$ cat config.mk
export PLATFORM = sky130hd
export DESIGN_NAME = rate_tick_gen
export DESIGN_NICKNAME = d
export VERILOG_FILES = /design/src/rtl/rate_tick_pkg.sv /design/src/rtl/step_edge_sync.sv /design/src/rtl/rate_tick_gen.sv
export SDC_FILE = /design/constraint.sdc
export NUM_CORES = 1
export LEC_CHECK = 0
export CAP_MARGIN = 0
export CORE_UTILIZATION = 35
export CTS_CLUSTER_DIAMETER = 200
export DETAILED_ROUTE_END_ITERATION = 10
export GPL_TIMING_DRIVEN = 0
export PLACE_DENSITY = 0.51
export SETUP_SLACK_MARGIN = 0.3
export SKIP_CTS_REPAIR_TIMING = 1
export SYNTH_ARGS = -nofsm -noshare
export SYNTH_HDL_FRONTEND = slang
export SYNTH_SLANG_ARGS = --single-unit
$ cat constraint.sdc
create_clock -name clock -period 2.2 [get_ports clock]
set_clock_uncertainty 0.05 [all_clocks]
set_input_delay 0.22 -clock clock [delete_from_list [all_inputs] [get_ports clock]]
set_output_delay 0.22 -clock clock [all_outputs]
set_load 0.03 [all_outputs]
$ cat src/rtl/rate_tick_pkg.sv
// Shared types and helpers for the rate tick generator and its step input stage.
// Holds the FSM state encoding, default counter width and reload-value computation.
package rate_tick_pkg;

  typedef enum logic {
    ST_STOPPED = 1'b0,
    ST_RUNNING = 1'b1
  } state_t;

  localparam int unsigned CNT_W_DEFAULT = 26;

  // A divisor of zero behaves as one; the reload value is D-1 truncated to the counter width.
  function automatic logic [31:0] reload_value(input int unsigned div, input int unsigned cnt_w);
    logic [31:0] d;
    logic [31:0] mask;
    d    = (div == 0) ? 32'd1 : div;
    mask = (cnt_w >= 32) ? 32'hFFFF_FFFF : ((32'd1 << cnt_w) - 32'd1);
    return (d - 32'd1) & mask;
  endfunction

endpackage

$ cat src/rtl/step_edge_sync.sv
// Step key conditioning: optional 2-flop synchroniser (RATE_TICK_STEP_SYNC_EN) then registered rise detect.
// Latency 2 cycles from first sampling edge to step_rise with the synchroniser, 0 cycles without; no backpressure.
module step_edge_sync (
  input  logic clock,
  input  logic resetn,
  input  logic step,
  output logic step_rise
);

  logic step_s;
  logic prev_q;

`ifdef RATE_TICK_STEP_SYNC_EN
  logic [1:0] sync_q;

  always_ff @(posedge clock or negedge resetn) begin
    if (!resetn) begin
      sync_q <= 2'b00;
    end else begin
      sync_q <= {sync_q[0], step};
    end
  end

  assign step_s = sync_q[1];
`else
  // Caller guarantees step is already synchronous to clock (e.g. from a debouncer).
  assign step_s = step;
`endif

  always_ff @(posedge clock or negedge resetn) begin
    if (!resetn) begin
      prev_q    <= 1'b0;
      step_rise <= 1'b0;
    end else begin
      prev_q    <= step_s;
      step_rise <= step_s & ~prev_q;
    end
  end

endmodule

$ cat src/rtl/rate_tick_gen.sv
// Counter enable source: one-cycle ticks every D clocks while running, or one tick per step press when stopped.
// First tick D cycles after entering RUNNING; step latency 3 cycles (RATE_TICK_STEP_SYNC_EN) or 1; no backpressure.
module rate_tick_gen
  import rate_tick_pkg::*;
#(
  parameter int unsigned CNT_W = CNT_W_DEFAULT,
  parameter int unsigned DIV0  = 50_000_000,
  parameter int unsigned DIV1  = 25_000_000,
  parameter int unsigned DIV2  = 12_500_000,
  parameter int unsigned DIV3  = 6_250_000
) (
  input  logic       clock,
  input  logic       resetn,
  input  logic       run,
  input  logic       step,
  input  logic [1:0] rate_sel,
  output logic       enable_out,
  output logic       running
);

  localparam logic [CNT_W-1:0] RELOAD0 = CNT_W'(reload_value(DIV0, CNT_W));
  localparam logic [CNT_W-1:0] RELOAD1 = CNT_W'(reload_value(DIV1, CNT_W));
  localparam logic [CNT_W-1:0] RELOAD2 = CNT_W'(reload_value(DIV2, CNT_W));
  localparam logic [CNT_W-1:0] RELOAD3 = CNT_W'(reload_value(DIV3, CNT_W));

  state_t           state_q;
  state_t           state_d;
  logic [CNT_W-1:0] cnt_q;
  logic [CNT_W-1:0] cnt_d;
  logic [CNT_W-1:0] reload_sel;
  logic             enable_d;
  logic             running_d;
  logic             step_rise;

  step_edge_sync u_step_edge_sync (
    .clock     (clock),
    .resetn    (resetn),
    .step      (step),
    .step_rise (step_rise)
  );

  // rate_sel only matters on the cycles that load the counter.
  always_comb begin
    case (rate_sel)
      2'd0:    reload_sel = RELOAD0;
      2'd1:    reload_sel = RELOAD1;
      2'd2:    reload_sel = RELOAD2;
      default: reload_sel = RELOAD3;
    endcase
  end

  always_ff @(posedge clock or negedge resetn) begin
    if (!resetn) begin
      state_q    <= ST_STOPPED;
      cnt_q      <= '0;
      enable_out <= 1'b0;
      running    <= 1'b0;
    end else begin
      state_q    <= state_d;
      cnt_q      <= cnt_d;
      enable_out <= enable_d;
      running    <= running_d;
    end
  end

  always_comb begin
    state_d = state_q;
    case (state_q)
      ST_STOPPED: if (run)  state_d = ST_RUNNING;
      ST_RUNNING: if (!run) state_d = ST_STOPPED;
      default:              state_d = ST_STOPPED;
    endcase
  end

  always_comb begin
    cnt_d     = cnt_q;
    enable_d  = 1'b0;
    running_d = (state_d == ST_RUNNING);
    case (state_q)
      ST_STOPPED: begin
        if (run) begin
          cnt_d = reload_sel;
        end else begin
          // A step edge landing on the entry cycle is dropped by this branch.
          cnt_d    = '0;
          enable_d = step_rise;
        end
      end
      ST_RUNNING: begin
        if (!run) begin
          cnt_d = '0;
        end else if (cnt_q == '0) begin
          cnt_d    = reload_sel;
          enable_d = 1'b1;
        end else begin
          cnt_d = cnt_q - CNT_W'(1);
        end
      end
      default: begin
        cnt_d = '0;
      end
    endcase
  end

endmodule

==> results.json <==
{
  "cts_made_buffers": 5,
  "min_period_ns": 1.93,
  "htreeDepth": 2,
  "rsz0062_at_grt": "yes",
  "cp-start-kind": "flop",
  "ant_nets": 0,
  "synth_cells": 158,
  "nets": 192,
  "avgSynthCellArea_sq_um": 10.0,
  "synth-seq-cells": 30,
  "vdd_drop_max_mv": 0.377,
  "critPathTopFamily": "simple AND/OR/NAND/NOR gates",
  "drive_above_1_share_pct": 24.7,
  "die_h_um": 69.3,
  "ys.warnings.count": 0,
  "fmax_mhz": 518,
  "grt_overflow_total": 0,
  "synth_seq_area_share_pct": 47.4,
  "initial_core_util_pct": 36.4,
  "synth_xor_area_share_pct": 11.0,
  "routed_wl_mm": 3.83,
  "worstHoldPathType": "in2reg",
  "p_per_area_nw_per_um2": 670,
  "postSynth.asyncResetShare_pct": 100,
  "synth-simple-area-share_pct": 20.3,
  "slowest_stage": "or4_4",
  "drc": 0,
  "drv_cap": 0,
  "dr_total_vias": 1315,
  "viasPerCell": 5.53,
  "mostFrequentLayoutCell": "dfrtp_1",
  "synth-compound-area-share_pct": 16.9,
  "synthAdderAreaFrac_pct": 0.789,
  "worstPathMaxFanout": 5,
  "tightest_slew_ns": 0.674,
  "clk_root_buffer_cell": "clkbuf_8",
  "setup_viol_count_final": 0,
  "initialDrtViolationCount": 36,
  "critical-path-max-stage-delay_ns": 0.43,
  "die-area_sq_um": 4800,
  "synth_flop_cell": "dfrtp_1",
  "crit_type": "reg2reg",
  "outcome": "finished, final reports clean",
  "critPathBufInv": 2,
  "hpwl_mm": 2.45,
  "stdcell_area_sq_um": 2010,
  "synthMuxAreaShare_pct": 0,
  "grt_usage_pct": 16.5,
  "p_leak_uw": 0.000788,
  "slew_headroom_pct": 55.0,
  "clk_pin_slew_ns": 0.07,
  "cts_tree": "built",
  "cts_num_sinks": 30,
  "grt_pass1_vias": 1271,
  "wl_per_cell_um": 16.1,
  "placed_area_sq_um": 1710,
  "synth_top_family_by_area": "simple AND/OR/NAND/NOR gates",
  "antenna_cells": 0,
  "final_core_util_pct": 46.2,
  "core_area_sq_um": 4350,
  "clockBufferDepth": 2,
  "period_share_pct": 87.7,
  "tns_ns": 0,
  "rows": 24,
  "grt_start_max_net_pins": 31,
  "place_congestion": 0.796,
  "die_w_um": 69.3,
  "syn_to_final_growth_pct": 26.8,
  "grt_pass1_wl_mm": 6.20,
  "required_ns": 2.35,
  "slew_viol_final": 0,
  "clk_latency_ns": 0.28,
  "path_cells": "nor4_4 > buf_6 > buf_4 > nand2_4 > or4_4 > xor2_1 > a211oi_2",
  "antenna_found_initial": 0,
  "ys_types": 40,
  "reg2reg_slack_ns": 0.27,
  "hold_ws_ns": 0.296,
  "portBuffers": 6,
  "finalHoldViolations": 0,
  "dr.pass1.iters": 5,
  "synth_area_sq_um": 1590,
  "synth_edf_count": 0,
  "io_pins": 8,
  "mostFrequentLayoutCells": "dfrtp_1, a21oi_1, nor2_1, xnor2_1, buf_4",
  "synth_nets": 165,
  "end_kind": "flop",
  "worstPathArrival_ns": 2.08
}
==> synthesized netlist by cell type (3+ instances only) <==
master | count | area (sq um)
clkbuf_1 | 4 | 15.0
nor3_1 | 8 | 40.0
dfrtp_1 | 30 | 751
inv_1 | 4 | 15.0
o31ai_1 | 3 | 22.5
or3_1 | 4 | 25.0
o21ai_0 | 5 | 25.0
a21oi_1 | 19 | 95.1
nor2_1 | 16 | 60.1
xnor2_1 | 14 | 123
xor2_1 | 6 | 52.6
nor4_1 | 3 | 18.8
nand2_1 | 8 | 30.0
==> flip-flops by register name (all words and copies together), names as in the netlist <==
register,cells
state_q,1
enable_out,1
u_step_edge_sync.prev_q,1
cnt_q,26
u_step_edge_sync.step_rise,1
==> metal layers <==
metal	part of all wire, %	global-route usage, %	up-vias
li1	-	-	622
met1	45	22.5	649
met2	49	24.1	30
met3	3.5	5.81	14
met4	2.5	6.58	0
met5	0	0	-
==> power by group <==
group	leakage [uW]	total, uW	switching, uW	internal (uW)
clock network	0.0000482	458	207	252
registers	0.000380	636	47.0	589
logic	0.000359	253	137	116
total	0.000788	1350	391	957
==> logic make-up (layout without fill, tap and decap cells) <==
kind of cell               Yosys count  in the layout
adders and majority gates            1              1
xor gates and xnor gates            20             20
and+or+nand+nor                     54             54
AOI/OAI and AO/OA                   42             42
buffers and inverters               11             39
DFF                                 30             30
==> metrics by stage <==
step           setup WS [ns]  total power, uW  std cells
2_1_floorplan          0.313              775        158
3_3_place_gp        -0.00688              831        216
3_5_place_dp         -0.0504              837        216
4_1_cts              -0.0720             1300        224
5_1_grt                0.196             1420        238
6_report               0.270             1350        238
==> final cells by class <==
| type | count | area, sq um |
|---|---|---|
| Clock inverter | 1 | 5.00 |
| Fill cell | 429 | 2340 |
| Multi-Input combinational cell | 117 | 868 |
| Sequential cell | 30 | 754 |
| Clock buffer | 7 | 86.3 |
| Tap cell | 52 | 65.1 |
| Inverter | 4 | 15.0 |
| Buffer | 7 | 46.3 |
| Timing Repair Buffer | 20 | 170 |
==> path summary, 6_finish.rpt <==
kind / startpoint / to / cells past startpoint
setup reg to reg: cnt_q[4] / cnt_q[9] / 7
hold reg to reg: u_step_edge_sync.prev_q / u_step_edge_sync.step_rise / 1
max in group asynchronous: resetn / cnt_q[7] / 2
setup / recovery: cnt_q[4] / cnt_q[9] / 7
hold / removal: rate_sel[1] / cnt_q[10] / 3
min in group asynchronous: resetn / cnt_q[18] / 2
==> worst register-to-register path: stages (launching register included) <==
cell and delay [ns]:
dfrtp_1 0.41, nor4_4 0.30, buf_6 0.16, buf_4 0.12, nand2_4 0.06, or4_4 0.43
xor2_1 0.16, a211oi_2 0.17
No activity file was read; power rests on OpenSTA's default activity.
